`src/rtl/axis_frame_buffer.sv`:
```
// Store-and-forward AXI-Stream frame buffer: a frame is released only after its last beat is stored.
// Optional `AXIS_FB_STATS_EN adds frames_in / frames_out commit and release counters.
module axis_frame_buffer #(
  parameter int DATA_W = 16,
  parameter int DEPTH  = 32
) (
  input  logic              clk,
  input  logic              reset,
  input  logic              tvalid,
  output logic              tready,
  input  logic              tlast,
  input  logic [DATA_W-1:0] tdata,
  output logic              ovalid,
  input  logic              oready,
  output logic              olast,
  output logic [DATA_W-1:0] odata,
  output logic              oversize
`ifdef AXIS_FB_STATS_EN
  ,
  output logic [15:0]       frames_in,
  output logic [15:0]       frames_out
`endif
);

  localparam int AW = $clog2(DEPTH);
  localparam logic [AW:0] FULL = (AW+1)'(DEPTH);
  localparam logic [AW:0] ONE  = (AW+1)'(1);
  localparam logic [AW:0] ZERO = '0;

  logic [DATA_W:0] r_mem [DEPTH];
  logic [AW-1:0]   r_wr_ptr;
  logic [AW-1:0]   r_rd_ptr;
  logic [AW:0]     r_used;
  logic [AW:0]     r_frames;
  logic            r_oversize;

  logic            w_push;
  logic            w_pop;
  logic            w_split;
  logic            w_commit;
  logic            w_rd_last;
  logic [DATA_W:0] w_rd_entry;

  // Handshakes: a beat moves on a side exactly in a cycle where valid && ready at the clock edge;
  // valid never waits on ready, and tready depends only on registered occupancy.
  assign tready     = (r_used != FULL);
  assign ovalid     = (r_frames != ZERO);
  assign w_rd_entry = r_mem[r_rd_ptr];
  assign w_rd_last  = w_rd_entry[DATA_W];
  assign olast      = ovalid ? w_rd_last : 1'b0;
  assign odata      = ovalid ? w_rd_entry[DATA_W-1:0] : '0;
  assign oversize   = r_oversize;

  assign w_push   = reset && tvalid && tready;
  assign w_pop    = reset && ovalid && oready;
  // No committed frame means no release this cycle, so this beat is the one that fills the buffer.
  assign w_split  = w_push && !tlast && (r_frames == ZERO) && (r_used == FULL - ONE);
  assign w_commit = w_push && (tlast || w_split);

  always_ff @(posedge clk) begin
    if (w_push) r_mem[r_wr_ptr] <= {tlast | w_split, tdata};
  end

  always_ff @(posedge clk) begin
    if (!reset) begin
      r_wr_ptr   <= '0;
      r_rd_ptr   <= '0;
      r_used     <= '0;
      r_frames   <= '0;
      r_oversize <= 1'b0;
    end else begin
      if (w_push) r_wr_ptr <= r_wr_ptr + AW'(1);
      if (w_pop)  r_rd_ptr <= r_rd_ptr + AW'(1);
      r_used   <= r_used + (w_push ? ONE : ZERO) - (w_pop ? ONE : ZERO);
      r_frames <= r_frames + (w_commit ? ONE : ZERO) - ((w_pop && w_rd_last) ? ONE : ZERO);
      if (w_split) r_oversize <= 1'b1;
    end
  end

`ifdef AXIS_FB_STATS_EN
  logic [15:0] r_frames_in;
  logic [15:0] r_frames_out;

  always_ff @(posedge clk) begin
    if (!reset) begin
      r_frames_in  <= '0;
      r_frames_out <= '0;
    end else begin
      if (w_commit)             r_frames_in  <= r_frames_in + 16'd1;
      if (w_pop && w_rd_last)   r_frames_out <= r_frames_out + 16'd1;
    end
  end

  assign frames_in  = r_frames_in;
  assign frames_out = r_frames_out;
`endif

endmodule
```
`config.mk`:
```
export PLATFORM = sky130hd
export DESIGN_NAME = axis_frame_buffer
export DESIGN_NICKNAME = d
export VERILOG_FILES = /design/src/rtl/axis_frame_buffer.sv
export SDC_FILE = /design/constraint.sdc
export NUM_CORES = 1
export LEC_CHECK = 0
export BUFFER_PORTS_ARGS = -buffer_cell sky130_fd_sc_hd__buf_4
export CAP_MARGIN = 20
export CORE_MARGIN = 3
export CORE_UTILIZATION = 40
export CTS_CLUSTER_SIZE = 10
export DETAILED_ROUTE_END_ITERATION = 8
export HOLD_SLACK_MARGIN = 0.05
export PLACE_DENSITY_LB_ADDON = 0.08
export REMOVE_ABC_BUFFERS = 1
export SYNTH_ARGS = -nofsm -noshare
export SYNTH_HDL_FRONTEND = slang
export SYNTH_SLANG_ARGS = --single-unit
```
`constraint.sdc`:
```
create_clock -name clk -period 8.1 [get_ports clk]
set_clock_uncertainty 0.2 [all_clocks]
set_input_delay 1.62 -clock clk [delete_from_list [all_inputs] [get_ports clk]]
set_output_delay 1.62 -clock clk [all_outputs]
set_load 0.005 [all_outputs]
```
### Word level (Yosys, flattened, before mapping)

Memories as Yosys holds them, arrays and structs flattened. A register that Yosys moved wholly into a read port is not among the register bits.
Cells that the tools add are included.

| word-level totals | value |
|---|---|
| bits in registers | 23 |
| memory bits (writable) | 544 |
| input bits | 21 |
| logic and storage cells | 38 |
| memories | 1 |

| operators by class | value |
|---|---|
| add/sub/neg operators | 6 |
| equal/unequal tests | 2 |
| mux-type cells | 10 |
| bitwise gates (word level) | 1 |
| reductions and logical operators | 13 |

Memories:

| name | words | bits a word | rd ports | clocked after Yosys merged registers in | write ports | line | source |
|---|---|---|---|---|---|---|---|
| r_mem | 32 | 17 | 1 | 1 | 1 | 30 | `logic [DATA_W:0] r_mem [DEPTH];` |

Operators with widths:

| operator | number |
|---|---|
| 16-bit two-way mux | 1 |
| 6-bit by 1-bit adder with 6-bit output | 2 |
| 6-bit by 1-bit subtractor with 6-bit output | 2 |
| 5-bit by 1-bit adder with 5-bit output (second input constant) | 2 |
| 5-bit two-way mux | 2 |
| 1-bit logical AND | 9 |
| 1-bit two-way mux | 7 |
| 6-bit by 5-bit == test with 1-bit output (second input constant) | 1 |
| 6-bit logical NOT | 1 |
| 6-bit != test (second input constant) | 1 |
| 6-bit nonzero test | 1 |
| 1-bit logical NOT | 1 |
| 1-bit logical OR | 1 |
| 1-bit bitwise OR | 1 |

### Longest topological paths before layout

| depth | value |
|---|---|
| depth in word-level cells | 10 |
| gate-level depth with buffers | 15 |
| mapped depth without buffers | 14 |

### Least setup slack after synthesis

Ideal clock, no wire load.

| path | value |
|---|---|
| kind | input -> register |
| from | in reset |
| to | reg r_frames[4] |
| setup time | 0.128 ns |
| arrival time | 5.002 ns |
| data required time | 7.772 ns |
| path slack | 2.771 ns |
| cell stages on the path | 13 |
| buffers on the path | 2 |
| cells stage by stage | clkbuf_1 > inv_1 > clkbuf_1 > o21ai_0 > nand2_1 > ha_1 > inv_1 > ha_1 > fa_1 > a21oi_1 > o21bai_1 > xnor2_1 > nor2_1 |

| on the way | value |
|---|---|
| longest elaborated chain between the ends | 10 |
| elaborated cells on any way between the ends | 14 |

RTL lines:

| item | line | source |
|---|---|---|
| from (decl) | 8 | `input logic reset,` |
| 1-bit logical AND (2 in a row) | 54 | `assign w_push = reset && tvalid && tready;` |
| 1-bit logical AND (3 in a row) | 57 | `assign w_split = w_push && !tlast && (r_frames == ZERO) && (r_used == FULL - ONE);` |
| 1-bit logical OR | 58 | `assign w_commit = w_push && (tlast \|\| w_split);` |
| 1-bit logical AND | 58 |  |
| 1-bit two-way mux | 75 | `r_frames <= r_frames + (w_commit ? ONE : ZERO) - ((w_pop && w_rd_last) ? ONE : ZERO);` |
| 6-bit by 1-bit adder with 6-bit output | 75 |  |
| 6-bit by 1-bit subtractor with 6-bit output | 75 |  |
| to (signal assigned) | 75 |  |
| to (decl) | 34 | `logic [AW:0] r_frames;` |

Parallel ways exist; a longest one is shown, timed or not.
A chain may end at the register's enable or synchronous reset.

==> results by group <==
Outcome
  – Status: complete, no violations

Detailed routing
  – Routed Wire Length: 53,980 µm
  – DR top layer: met4
  – Vias per std cell: 5.527
  – M1 WL: 23,420 µm
  – Wire length on met3: 3007 µm
  – Met2 wire len: 26,200 µm
  – Starting DRT DRC Count: 799
  – Final ANT Viol Nets: 0
  – WL per Instance: 28.04 µm
  – Drt pass-1 iters: 5
  – DR DRC count: 0
  – Vias: 10,640

Worst hold path
  – Hold Path Class: reg -> reg
  – Hold path depth: 2

Synthesis
  – Predominant post-synthesis flop cell: edfxtp_1
  – Synth top area share: 73.18%
  – Netlist Area Pre-Place: 22,320 µm²
  – Yosys top cell by area: edfxtp_1
  – Sequential fraction of the synthesis area: 75.69%
  – Ys async rst share: 0%
  – Synth area leaders: edfxtp_1 (73%), mux4_2 (13%), dfxtp_1 (2.5%), mux2i_1 (1.4%), ha_1 (1.3%)
  – Mean Syn Cell Area: 20.94 µm²
  – EDFF count, synth: 544
  – Syn. warnings: 0
  – Seq cells post-synth: 572
  – Cells after Synth: 1,066
  – Yosys cell types: 47

Timing
  – RSZ-0062 raised after global routing: false
  – Fin. Hold Viols: 0
  – FMAX: 185.8 MHz
  – Period utilization: 66.45%
  – Tmin final: 5382 ps
  – Slew Limit Headroom: 27.57%
  – Crit path setup slack, layout: 2718 ps
  – Setup TNS Final: 0 ps
  – Final number of setup-violating endpoints: 0
  – Measured slew at the worst slew-check pin: 1084 ps
  – Pins Over Slew Limit: 0

Setup path
  – Worst EP arrival: 3560 ps
  – Crit path kind: reg -> out
  – Nature of the critical path startpoint: register
  – Worst setup endpoint: odata[11]
  – R2r endpoint: r_frames[5]$_SDFF_PN0_
  – Worst-path fanout max: 48
  – R2R cell count: 11
  – CP required: 6280 ps
  – R2R Setup Slk: 4090 ps
  – Critical Path End Type: output pin

Placement
  – Post-DP HPWL: 31,110 µm
  – Port Buf Inserts: 40
  – Setup Slack @ Placement: 3238 ps
  – Area after DPL: 23,670 µm²
  – Cells after DPL: 1,831
  – GP Congestion: 0.7721

GRT
  – First-pass GRT wire length: 78,170 µm
  – GRT Total Usage: 18.55%
  – Largest net degree at the start of global routing: 70
  – GRT overflow: 0
  – Initial antenna violation count: 0
  – Vias in the first global route: 11,190

Floorplanning
  – Initial core utilization: 40.92%
  – IO Count: 41
  – Core ar.: 54,560 µm²
  – Cell Rows: 85
  – Die area: 58,680 µm²
  – Die X: 242.2 µm
  – Die Ht: 242.2 µm

Layout
  – Nets: 1,208
  – Finished Layout Cells: 1,925
  – Layout area overhead: 14.41%
  – Proportion of layout cells with a drive suffix above 1: 27.76%
  – Fillers: 4,544
  – Final Instance Area: 25,540 µm²

Clock network
  – Num CTS Buffers: 68
  – Clock sink count: 572
  – CTS clk-pin slew, worst paths: 50 ps
  – H-tree lvl count: 3
  – Hold_buf cts: 0
  – Postcts setup bufs: 0
  – TritonCTS clock tree: yes
  – Cts repair resizes: 0
  – Clock Latency Late Sink: 580 ps
  – CTS Buffer Depth: 3
  – Clk root buf: clkbuf_16

Flow run
  – Maxcap violations: 0

Power and ir drop
  – Power density over the cells: 281.6 nW/µm²
  – Leak Pwr: 7.924 nW
  – Worst vdd ir: 0.1555 mV
layout by cell type (no fill, tap or decap), drive strengths merged, types with 2 or more instances in the layout:
| cell type | instances |
|---|---|
| o21ai | 4 |
| ha | 23 |
| nor2 | 52 |
| a211o | 16 |
| a31oi | 17 |
| a22o | 2 |
| or3b | 4 |
| edfxtp | 544 |
| buf | 81 |
| and2 | 5 |
| a22oi | 32 |
| mux4 | 132 |
| o211ai | 2 |
| nand3 | 5 |
| nor2b | 4 |
| fa | 2 |
| xor2 | 2 |
| mux2i | 32 |
| or2 | 2 |
| nand2 | 14 |
| a21oi | 7 |
| nand3b | 3 |
| o22ai | 16 |
| inv | 31 |
| or3 | 2 |
| nor3 | 7 |
| xnor2 | 10 |
| nand2b | 2 |
| dfxtp | 28 |
| clkbuf | 83 |
| clkinv | 6 |
| a2111o | 2 |
| nor4bb | 2 |
| a21o | 2 |
Yosys cell counts, types with 2 or more instances:
library cell  number
or2_2              2
ha_1              23
a22o_1             2
dfxtp_1           28
clkbuf_1          19
a21o_1             2
nand2_1           14
or3b_2             4
buf_8              2
nor3_1             7
nand3_1            5
mux4_2           128
and2_1             5
buf_4             14
xnor2_1           10
o21ai_0            4
nor2_1            52
a21oi_1            7
buf_1              5
nand2b_1           2
a22oi_1           32
nor4bb_1           2
buf_6              3
nand3b_1           3
edfxtp_1         544
xor2_1             2
o22ai_1           16
mux4_1             4
buf_2             12
or3_1              2
fa_1               2
a211o_1           16
a2111o_1           2
mux2i_1           32
o211ai_1           2
nor2b_1            4
a31oi_1           17
inv_1             27
per-layer routing:
layer / vias up / global-route usage (%)
met5: - / 0
met4: 0 / 5.675
met3: 88 / 4.317
met2: 259 / 30.13
met1: 5690 / 25.04
li1: 4603 / -
how the worst min path moves through the flow:
| stage | to | from |
|---|---|---|
| 6_report | oversize$_SDFFE_PN0P_ | oversize$_SDFFE_PN0P_ |
| 4_1_cts | oversize$_SDFFE_PN0P_ | oversize$_SDFFE_PN0P_ |
| 2_1_floorplan | oversize$_SDFFE_PN0P_ | oversize$_SDFFE_PN0P_ |
| 3_3_place_gp | oversize$_SDFFE_PN0P_ | oversize$_SDFFE_PN0P_ |
| 5_1_grt | r_rd_ptr[4]$_SDFFE_PN0N_ | r_rd_ptr[4]$_SDFFE_PN0N_ |
| 3_5_place_dp | oversize$_SDFFE_PN0P_ | oversize$_SDFFE_PN0P_ |
worst max-delay path, cell delays in order (launching register included):
cell	delay [ps]
dfxtp_4	920
buf_4	560
mux4_2	590
mux2i_1	270
a211o_1	270
a31oi_1	100
buf_4	180
final cells by class:
class                           instances  area, µm²  area share (%)
Timing Repair Buffer                   81      628.1           2.459
Clock buffer                           83       1800           7.049
Clock inverter                         10      70.07          0.2743
Inverter                               27      101.3          0.3968
Tap cell                              739      924.6           3.620
Antenna cell                            1      2.502        0.009798
Sequential cell                       572      16910           66.19
Multi-Input combinational cell        412       5109           20.00
cells by family (layout without fill, tap and decap cells):
logic type,after synthesis,count (layout),synth area share [%]
adders and majority gates,25,25,1.468
xor gates and xnor gates,12,12,0.4708
AOI/OAI and AO/OA,104,104,3.329
DFF,572,572,75.69
buffers and inverters,82,201,1.883
muxes,164,164,14.82
and+or+nand+nor,107,107,2.343
other,0,1,0
per-stage QoR:
stage	utilization (%)	hold slack [ps]	power (W)
after floorplan	-	264.7	0.004204
after global routing	46.81	340.0	0.007496
after global placement	43.35	267.2	0.004604
after detailed placement	43.38	285.7	0.004603
final	46.81	299.3	0.007193
after CTS	46.81	302.4	0.007289
sequential cells by signal, indices dropped and copies added (netlist names), named ones only:
register / count
r_mem: 544
r_frames: 6
r_used: 6
r_rd_ptr: 5
r_wr_ptr: 5
oversize: 1
power by group:
group / total (W) / switching, W / internal [W]
logic: 0.00117 / 0.000638 / 0.000534
clock network: 0.00266 / 0.00111 / 0.00155
registers: 0.00336 / 0.0000681 / 0.00329
No activity file was read; power rests on OpenSTA's default activity.
